$ cat src/rtl/blc_line_feeder.sv
// ============================================================================
//  blc_line_feeder : captures source pixels into a two-bank ping-pong line
//  store and bursts each complete line to the BLC stage. Optional test
//  pattern source enabled by defining FEEDER_TPG_EN.
//  Revision: 1.0
// ============================================================================
`default_nettype none

module blc_line_feeder #(
  parameter int DATA_WIDTH = 8,
  parameter int BPN_L      = 100,
  parameter int READ_PIXEL = 16,
  parameter int BPN_R      = 100,
  parameter int LINE_LEN   = BPN_L + READ_PIXEL + BPN_R + 2,
  parameter int TIMEOUT    = 1024,
  parameter int TPG_BLACK  = 16
) (
  input  logic                  clk,
  input  logic                  rst_n,
  input  logic                  s_valid,
  output logic                  s_ready,
  input  logic                  s_sol,
  input  logic [DATA_WIDTH-1:0] s_data,
  input  logic                  blc_ready,
  output logic                  m_valid,
  output logic [DATA_WIDTH-1:0] m_data,
  output logic                  busy,
  output logic                  line_drop,
`ifdef FEEDER_TPG_EN
  input  logic                  tpg_en,
`endif
  output logic                  ack_tmo
);

  localparam int AW = $clog2(2 * LINE_LEN);
  localparam int TW = $clog2(TIMEOUT + 1);

  typedef enum logic [1:0] {IDLE, PREFETCH, BURST, WAIT_ACK} state_t;

  state_t                state, state_nxt;
  logic [DATA_WIDTH-1:0] mem [0:2*LINE_LEN-1];
  logic [15:0]           wr_cnt, rd_cnt, wr_idx, rd_idx_nxt;
  logic                  wr_bank, rd_bank, tpg_mode, seen_low;
  logic [1:0]            full, set_mask, clr_mask;
  logic [TW-1:0]         tmo_cnt;
  logic [AW-1:0]         wr_addr, rd_addr;
  logic [DATA_WIDTH-1:0] pix_nxt;
  logic                  accept, do_write, wr_last, tpg_req;
  logic                  burst_end, tmo_fire, load_data;

  // ---------------- ingress ----------------
  assign s_ready  = !(full[0] && full[1]);
  assign accept   = s_valid && s_ready;
  // A beat without start-of-line at index 0 is dropped while hunting for a line start.
  assign do_write = accept && (s_sol || (wr_cnt != 16'd0));
  assign wr_idx   = s_sol ? 16'd0 : wr_cnt;
  assign wr_last  = accept && !s_sol && (wr_cnt == 16'(LINE_LEN - 1));
  assign wr_addr  = AW'(wr_idx) + (wr_bank ? AW'(LINE_LEN) : AW'(0));
  assign set_mask = wr_last ? (2'b01 << wr_bank) : 2'b00;

  always_ff @(posedge clk) begin
    if (do_write) mem[wr_addr] <= s_data;
  end

  // ---------------- read side ----------------
`ifdef FEEDER_TPG_EN
  assign tpg_req = tpg_en;

  function automatic logic [DATA_WIDTH-1:0] tpg_pix(input logic [15:0] idx);
    int i;
    i = int'(idx);
    if (i == 0 || i == LINE_LEN - 1)                 return '0;
    else if (i >= BPN_L + 1 && i <= BPN_L + READ_PIXEL)
      return DATA_WIDTH'(TPG_BLACK + 4 * (i - BPN_L - 1));
    else                                             return DATA_WIDTH'(TPG_BLACK);
  endfunction

  assign pix_nxt = tpg_mode ? tpg_pix(rd_idx_nxt) : mem[rd_addr];
`else
  assign tpg_req = 1'b0;
  assign pix_nxt = mem[rd_addr];
`endif

  assign rd_idx_nxt = (state == PREFETCH) ? 16'd0 : rd_cnt + 16'd1;
  assign rd_addr    = AW'(rd_idx_nxt) + (rd_bank ? AW'(LINE_LEN) : AW'(0));
  assign clr_mask   = (burst_end && !tpg_mode) ? (2'b01 << rd_bank) : 2'b00;
  assign load_data  = (state == PREFETCH) || (state == BURST && !burst_end);
  assign m_valid    = (state == BURST);
  assign busy       = (state != IDLE);

  always_comb begin
    state_nxt = state;
    burst_end = 1'b0;
    tmo_fire  = 1'b0;
    case (state)
      IDLE:     if (blc_ready && (tpg_req || full[rd_bank])) state_nxt = PREFETCH;
      PREFETCH: state_nxt = BURST;
      BURST: begin
        if (rd_cnt == 16'(LINE_LEN - 1)) begin
          burst_end = 1'b1;
          state_nxt = WAIT_ACK;
        end
      end
      WAIT_ACK: begin
        // BLC readout is complete once ready has been seen low and then high again.
        if (seen_low && blc_ready) begin
          state_nxt = IDLE;
        end else if (tmo_cnt == TW'(TIMEOUT - 1)) begin
          tmo_fire  = 1'b1;
          state_nxt = IDLE;
        end
      end
      default:  state_nxt = IDLE;
    endcase
  end

  always_ff @(posedge clk or negedge rst_n) begin
    if (!rst_n) begin
      state     <= IDLE;
      full      <= 2'b00;
      wr_cnt    <= 16'd0;
      wr_bank   <= 1'b0;
      rd_bank   <= 1'b0;
      rd_cnt    <= 16'd0;
      tpg_mode  <= 1'b0;
      seen_low  <= 1'b0;
      tmo_cnt   <= '0;
      m_data    <= '0;
      line_drop <= 1'b0;
      ack_tmo   <= 1'b0;
    end else begin
      state     <= state_nxt;
      // Set and clear always target different banks, so both apply.
      full      <= (full | set_mask) & ~clr_mask;
      line_drop <= accept && s_sol && (wr_cnt != 16'd0);
      ack_tmo   <= tmo_fire;

      if (wr_last) begin
        wr_cnt  <= 16'd0;
        wr_bank <= ~wr_bank;
      end else if (do_write) begin
        wr_cnt  <= wr_idx + 16'd1;
      end

      if (state == IDLE && state_nxt == PREFETCH) tpg_mode <= tpg_req;
      if (burst_end && !tpg_mode) rd_bank <= ~rd_bank;

      if (load_data) begin
        rd_cnt <= rd_idx_nxt;
        m_data <= pix_nxt;
      end

      if (state == WAIT_ACK) begin
        seen_low <= seen_low || !blc_ready;
        tmo_cnt  <= tmo_cnt + TW'(1);
      end else begin
        seen_low <= 1'b0;
        tmo_cnt  <= '0;
      end
    end
  end

endmodule

`default_nettype wire

$ cat config.mk
export PLATFORM = sky130hd
export DESIGN_NAME = blc_line_feeder
export DESIGN_NICKNAME = d
export VERILOG_FILES = /design/src/rtl/blc_line_feeder.sv
export SDC_FILE = /design/constraint.sdc
export NUM_CORES = 2
export LEC_CHECK = 0
export CAP_MARGIN = 20
export CORE_MARGIN = 1
export CORE_UTILIZATION = 40
export CTS_CLUSTER_DIAMETER = 120
export DETAILED_ROUTE_END_ITERATION = 8
export GPL_TIMING_DRIVEN = 1
export PLACE_DENSITY = 0.59
export SLEW_MARGIN = 10
export SYNTH_ARGS = -nofsm -noshare
export SYNTH_HDL_FRONTEND = slang
export SYNTH_SLANG_ARGS = --single-unit
$ cat constraint.sdc
create_clock -name clk -period 4.92 [get_ports clk]
set_input_delay 0.738 -clock clk [delete_from_list [all_inputs] [get_ports clk]]
set_output_delay 0.738 -clock clk [all_outputs]
set_load 0.005 [all_outputs]
# == Yosys cells after proc, flatten, opt, wreduce, memory -nomap -nowiden ==
# Memories as Yosys holds them, arrays and structs flattened. A register that Yosys moved wholly into a read port is not among the register bits.
# Cells that the tools add are included.
# classes
shifts,2
n_bitwise,5
mux,24
reduce_logical,23
eq_ne,9
magnitude_cmp,1
n_addsub,5
# op_table
cell,n
2-to-1 mux 16 bit,4
adder 16 x 1 -> 16 bit (second input constant),2
equality test 16 x 8 -> 1 bit (second input constant),2
adder 9 x 8 -> 9 bit,2
2-to-1 mux 8 bit,2
nonzero test 16 bit,1
2-to-1 mux 2 bit,6
adder 11 x 1 -> 11 bit (second input constant),1
equality test 11 x 10 -> 1 bit (second input constant),1
2-to-1 mux 11 bit,1
logical AND 1 bit,10
2-to-1 mux 1 bit,10
case mux 2 bit (4 select lines),1
zero test 1 bit,5
equality test 2 bit (second input constant),2
nonzero test 2 bit,2
left shift 1 x 1 -> 2 bit (first input constant),2
logical OR 1 bit,3
!= test 3 bit (second input constant),1
AND reduction 3 bit,1
AND 2 bit,1
equality test 2 x 1 -> 1 bit (second input constant),1
zero test 2 bit,1
less-than comparator 1 x 2 -> 1 bit (second input constant),1
other kinds (5),6
# word_totals
inputBits,13
n_memories,1
word_cells,80
out_inout_bits,13
register_bits,52
ram_bits,3488
# memory_table
memory,depth,width,rd,rd_clocked_by_memory_dff,wr,line_no,text
mem,436,8,1,1,1,41,logic [DATA_WIDTH-1:0] mem [0:2*LINE_LEN-1];

# == Logic depth before layout (Yosys ltp) ==
# depth
word_depth,8
depth_mapped,21
ltp_nobuf,15

# == Worst setup path after synthesis ==
# No wires, ideal clock.
# synth_path
kind,register to register
start,register state[1]
end,"register m_data[4], read port of mem"
period_less_slack_ns,4.532
setup_time_ns,0.130
path_stages_with_launch,19
t_arrival_ns,4.401
path_slack_ns,0.388
t_required_ns,4.790
path_buffers,8
path_cell_list,dfrtp_1 inv_1 ha_1 clkbuf_1 clkbuf_1 clkbuf_1 nor2_1 ha_1 ha_1 buf_2 clkbuf_1 clkbuf_1 clkbuf_1 clkbuf_1 nor3_1 o41ai_1 a21oi_1 nor4_1 o31ai_1
# synth_between
word_cells_on_any_way,8
cone_classes,1 x add/sub; 2 x eq/ne; 2 x mux; 3 x reduce/logical
# synth_rtl
item,line_no,text
from (decl),40,"state_t state, state_nxt;"
from (signal assigned),132,state <= state_nxt;
equality test 2 x 1 -> 1 bit,84,assign rd_idx_nxt = (state == PREFETCH) ? 16'd0 : rd_cnt + 16'd1;
2-to-1 mux 16 bit,84,
named net rd_idx_nxt[1],42,"logic [15:0] wr_cnt, rd_cnt, wr_idx, rd_idx_nxt;"
adder 9 x 8 -> 9 bit,85,assign rd_addr = AW'(rd_idx_nxt) + (rd_bank ? AW'(LINE_LEN) : AW'(0));
to (decl),26,"output logic [DATA_WIDTH-1:0] m_data,"
# The timed path passes the listed nets, and every way through them passes these cells.
# A chain may end at the register's enable or synchronous reset.

# == Worst setup path after layout ==
# layout_path
start,register rd_cnt[1]
end,"register m_data[6], read port of mem"
# layout_between
word_cells_on_any_way,9
cone_classes,2 x add/sub; 1 x eq/ne; 3 x mux; 3 x reduce/logical
# layout_rtl
item,line_no,text
from (decl),42,
from (signal assigned),149,rd_cnt <= rd_idx_nxt;
adder 16 x 1 -> 16 bit,84,
2-to-1 mux 16 bit,84,
named net rd_idx_nxt[4],42,
adder 9 x 8 -> 9 bit,85,
# The timed path passes the listed nets, and every way through them passes these cells.

==> reports/metrics.cfg <==
[clocking]
clock_latency_ns=0.96
cts.htree.levels=5
root_buffer=clkbuf_16
clock_sinks=3548
clk_pin_slew_ns=0.06
numCtsBuffers=372
cts_tree=done
cts_max_path_buffers=4

[placed_design]
placed_cells=13203
placed_area_um2=153000
place.gp.congestion=0.892
hpwl_mm=274
port_buffers=25
pre_cts_slack_ns=-0.496

[synthesis]
yosysTopAreaCell=edfxtp_1
synth_area_per_cell_um2=17.4
synthFlopType=edfxtp_1
synth-edff-count=3488
netlist_instances=8048
synth.most_common_cell=edfxtp_1
synth.cell_area_um2=140000
syn-num-nets=8081
synthTopCellsByCount=3488 x edfxtp_1, 1127 x nand2_1, 519 x nor2_1
yosysUniqueCellTypes=86
synth_async_sr_flop_share=0.0169
synth.yosys.seq_area_share=0.757
ys_warn_count=0
synthTopCellsByArea=edfxtp_1 75%, mux4_2 8.2%, nand2_1 3.0%
ys_ff_latch=3548
netlist.area_leader.share=0.747

[sta]
fmax_ghz=0.205
maxSlewViolCount=0
worstMarginPinSlew_ns=1.23
fin_ws_ns=0.0514
grt_setup_unrepaired=false
setup_viol=0
period_share=0.990
slew_headroom=0.177
period_minus_slack_ns=4.87
hold_ws_ns=0.282
fin_skew_ns=0.0710
hold_viol=0

[global_route]
antenna_found_initial=19
gr-total-overflow=0
grt_pass1_vias=81095
globalRouteTotalUtil=0.242
grt_pass1_wl_mm=614
grt_max_degree=129

[detailed_routing]
drt-total-wl_mm=436
drtIter0Drc=10321
drtPass1Iterations=6
route.detailed.drc=0
vias=82064
viasPerCell=5.91
drt.antenna.violating_nets=0
wl_per_cell_um=31.4

[setup_path]
path_cells=ha_1 > nand3_1 > xor2_1 > nor2_1 > ha_1 > or2_2 > and2_1 > or3_1 > nand2_4 > buf_12 > a21oi_1 > o311a_1 > a31o_2 > a221oi_2 > a22o_1
crit_slowest_cell=a221oi_2
crit_type=reg2reg
critPathCaptureType=flop
cp_top_family=compound AO/OA/AOI/OAI gates
cp_slowest_stage_delay_ns=0.56
crit_path_max_fanout=24
cp_common_cell=ha_1
crit_buf_inv=1
cp_data_arrival_time_ns=5.73
cp_data_required_time_ns=5.78
cp-start-kind=flop

[finish]
nNetsFinal=9015
area_delta_synth_final_pct=17.9
fin_cells=13893
multi_input_area_um2=31500
fillCellCount=29348
ff_latch_area_um2=106000
layout-drive-gt1-share=0.237
finalInstanceArea_um2=165000

[pwr]
power_mw=62.1
combPwrFrac=0.017
sw_frac_of_total=0.205
internal_power_mw=49.4
p_seq_frac=0.536
p_switching_mw=12.8
ir_worst_vdd_mv=0.326
p_per_area_nw_per_um2=376
p_leak_nw=52.9
p_clk_frac=0.447

[die]
die_y_um=594
die_area_um2=353000
core_um2=349000
fp-row-count=217
fp.dieW_um=594
pin_count=26
start_util=0.402

[flow_run]
max-cap-violations=0

[worst_hold_path]
hold_class=in2reg

[run_status]
outcome=finished clean

## power groups by stage
stage	combinational [mW]	clock, mW	sequential, mW
floorplan	0.155	0	33.9
global placement	1.01	0	33.9
detailed placement	1.05	0	33.9
CTS	1.05	28.1	33.3
global route	1.09	29.2	33.2
finish	1.06	27.8	33.3
## timing repair
item                                   in CTS  in global routing
pin swaps                                   0                  1
setup buffers                               0                  2
resized for setup                           8                  7
cloned                                      0                  0
endpoints found under the hold margin      60                  0
setup endpoints to repair                   6                  6
hold buffers                                1                  0
## per-layer routing
layer	global-route usage	vias up	routed length, µm
met1	0.330	42833	170000
met5	0	-	100
met3	0.0455	862	41600
met2	0.386	4484	204000
met4	0.0964	16	19500
li1	-	33869	-
## layout make-up
| cell class | instances | share of cell area |
|---|---|---|
| sequential | 3548 | 0.643 |
| multi-input combinational | 3966 | 0.191 |
| clock buffer | 457 | 0.0592 |
| timing repair buffer | 1075 | 0.0591 |
| tap | 4599 | 0.0348 |
| clock inverter | 225 | 0.0131 |
| inverter | 19 | 0.000454 |
| antenna | 4 | 0.0000605 |
## flip-flops by register name, indices dropped and copies added (netlist names)
register	cells
mem	3488
rd_cnt	16
wr_cnt	16
tmo_cnt	11
m_data	8
full	2
state	2
ack_tmo	1
line_drop	1
rd_bank	1
seen_low	1
wr_bank	1
## layout by cell type (no fill, tap or decap), drive strengths merged, types with 12 or more instances in the layout
cell type,count
o211ai,18
inv,32
mux4,510
clkdlybuf4s50,16
clkbuf,457
and2,18
a21oi,126
nor2,520
o31ai,12
a311oi,36
edfxtp,3488
nor3,46
dfrtp,60
o2111ai,36
a31oi,47
a32o,13
o21ai,80
a221oi,27
a32oi,149
mux2i,352
nor4,33
xor2,17
xnor2,24
ha,20
a211oi,35
o22ai,80
clkinv,160
nand2b,15
clkinvlp,18
nand2,1127
and3,63
mux2,21
bufinv,34
a2111oi,13
nand4,83
o221ai,31
nand3,277
buf,1058
or3,13
## stage by stage
stage,utilization,setup TNS [ns]
after CTS,0.473,0
after global routing,0.473,0
after global placement,0.439,-3.03
after detailed placement,0.439,-5.81
after floorplan,-,0
final,0.474,0
## logic make-up after synthesis
logic type,count (synthesis),share of synthesized area
flops,3548,0.757
buf+inv,534,0.0205
mux,883,0.109
fa+ha+maj,20,0.00178
simple gates,2232,0.0676
compound gates,790,0.0412
xor+xnor,41,0.00267
## final timing paths
path / to / from / cells past startpoint / slack (ns)
worst max-delay path: m_data[6] / rd_cnt[1] / 15 / 0.05
worst min-delay path: mem[206][3] / s_data[3] / 1 / 0.28
worst min register to register: tmo_cnt[0] / tmo_cnt[0] / 1 / 0.46
min in group asynchronous: line_drop / rst_n / 2 / 0.46
worst max register to register: m_data[6] / rd_cnt[1] / 15 / 0.05
max in group asynchronous: rd_cnt[7] / rst_n / 2 / 3.77
Power figures use the tool's default switching activity.
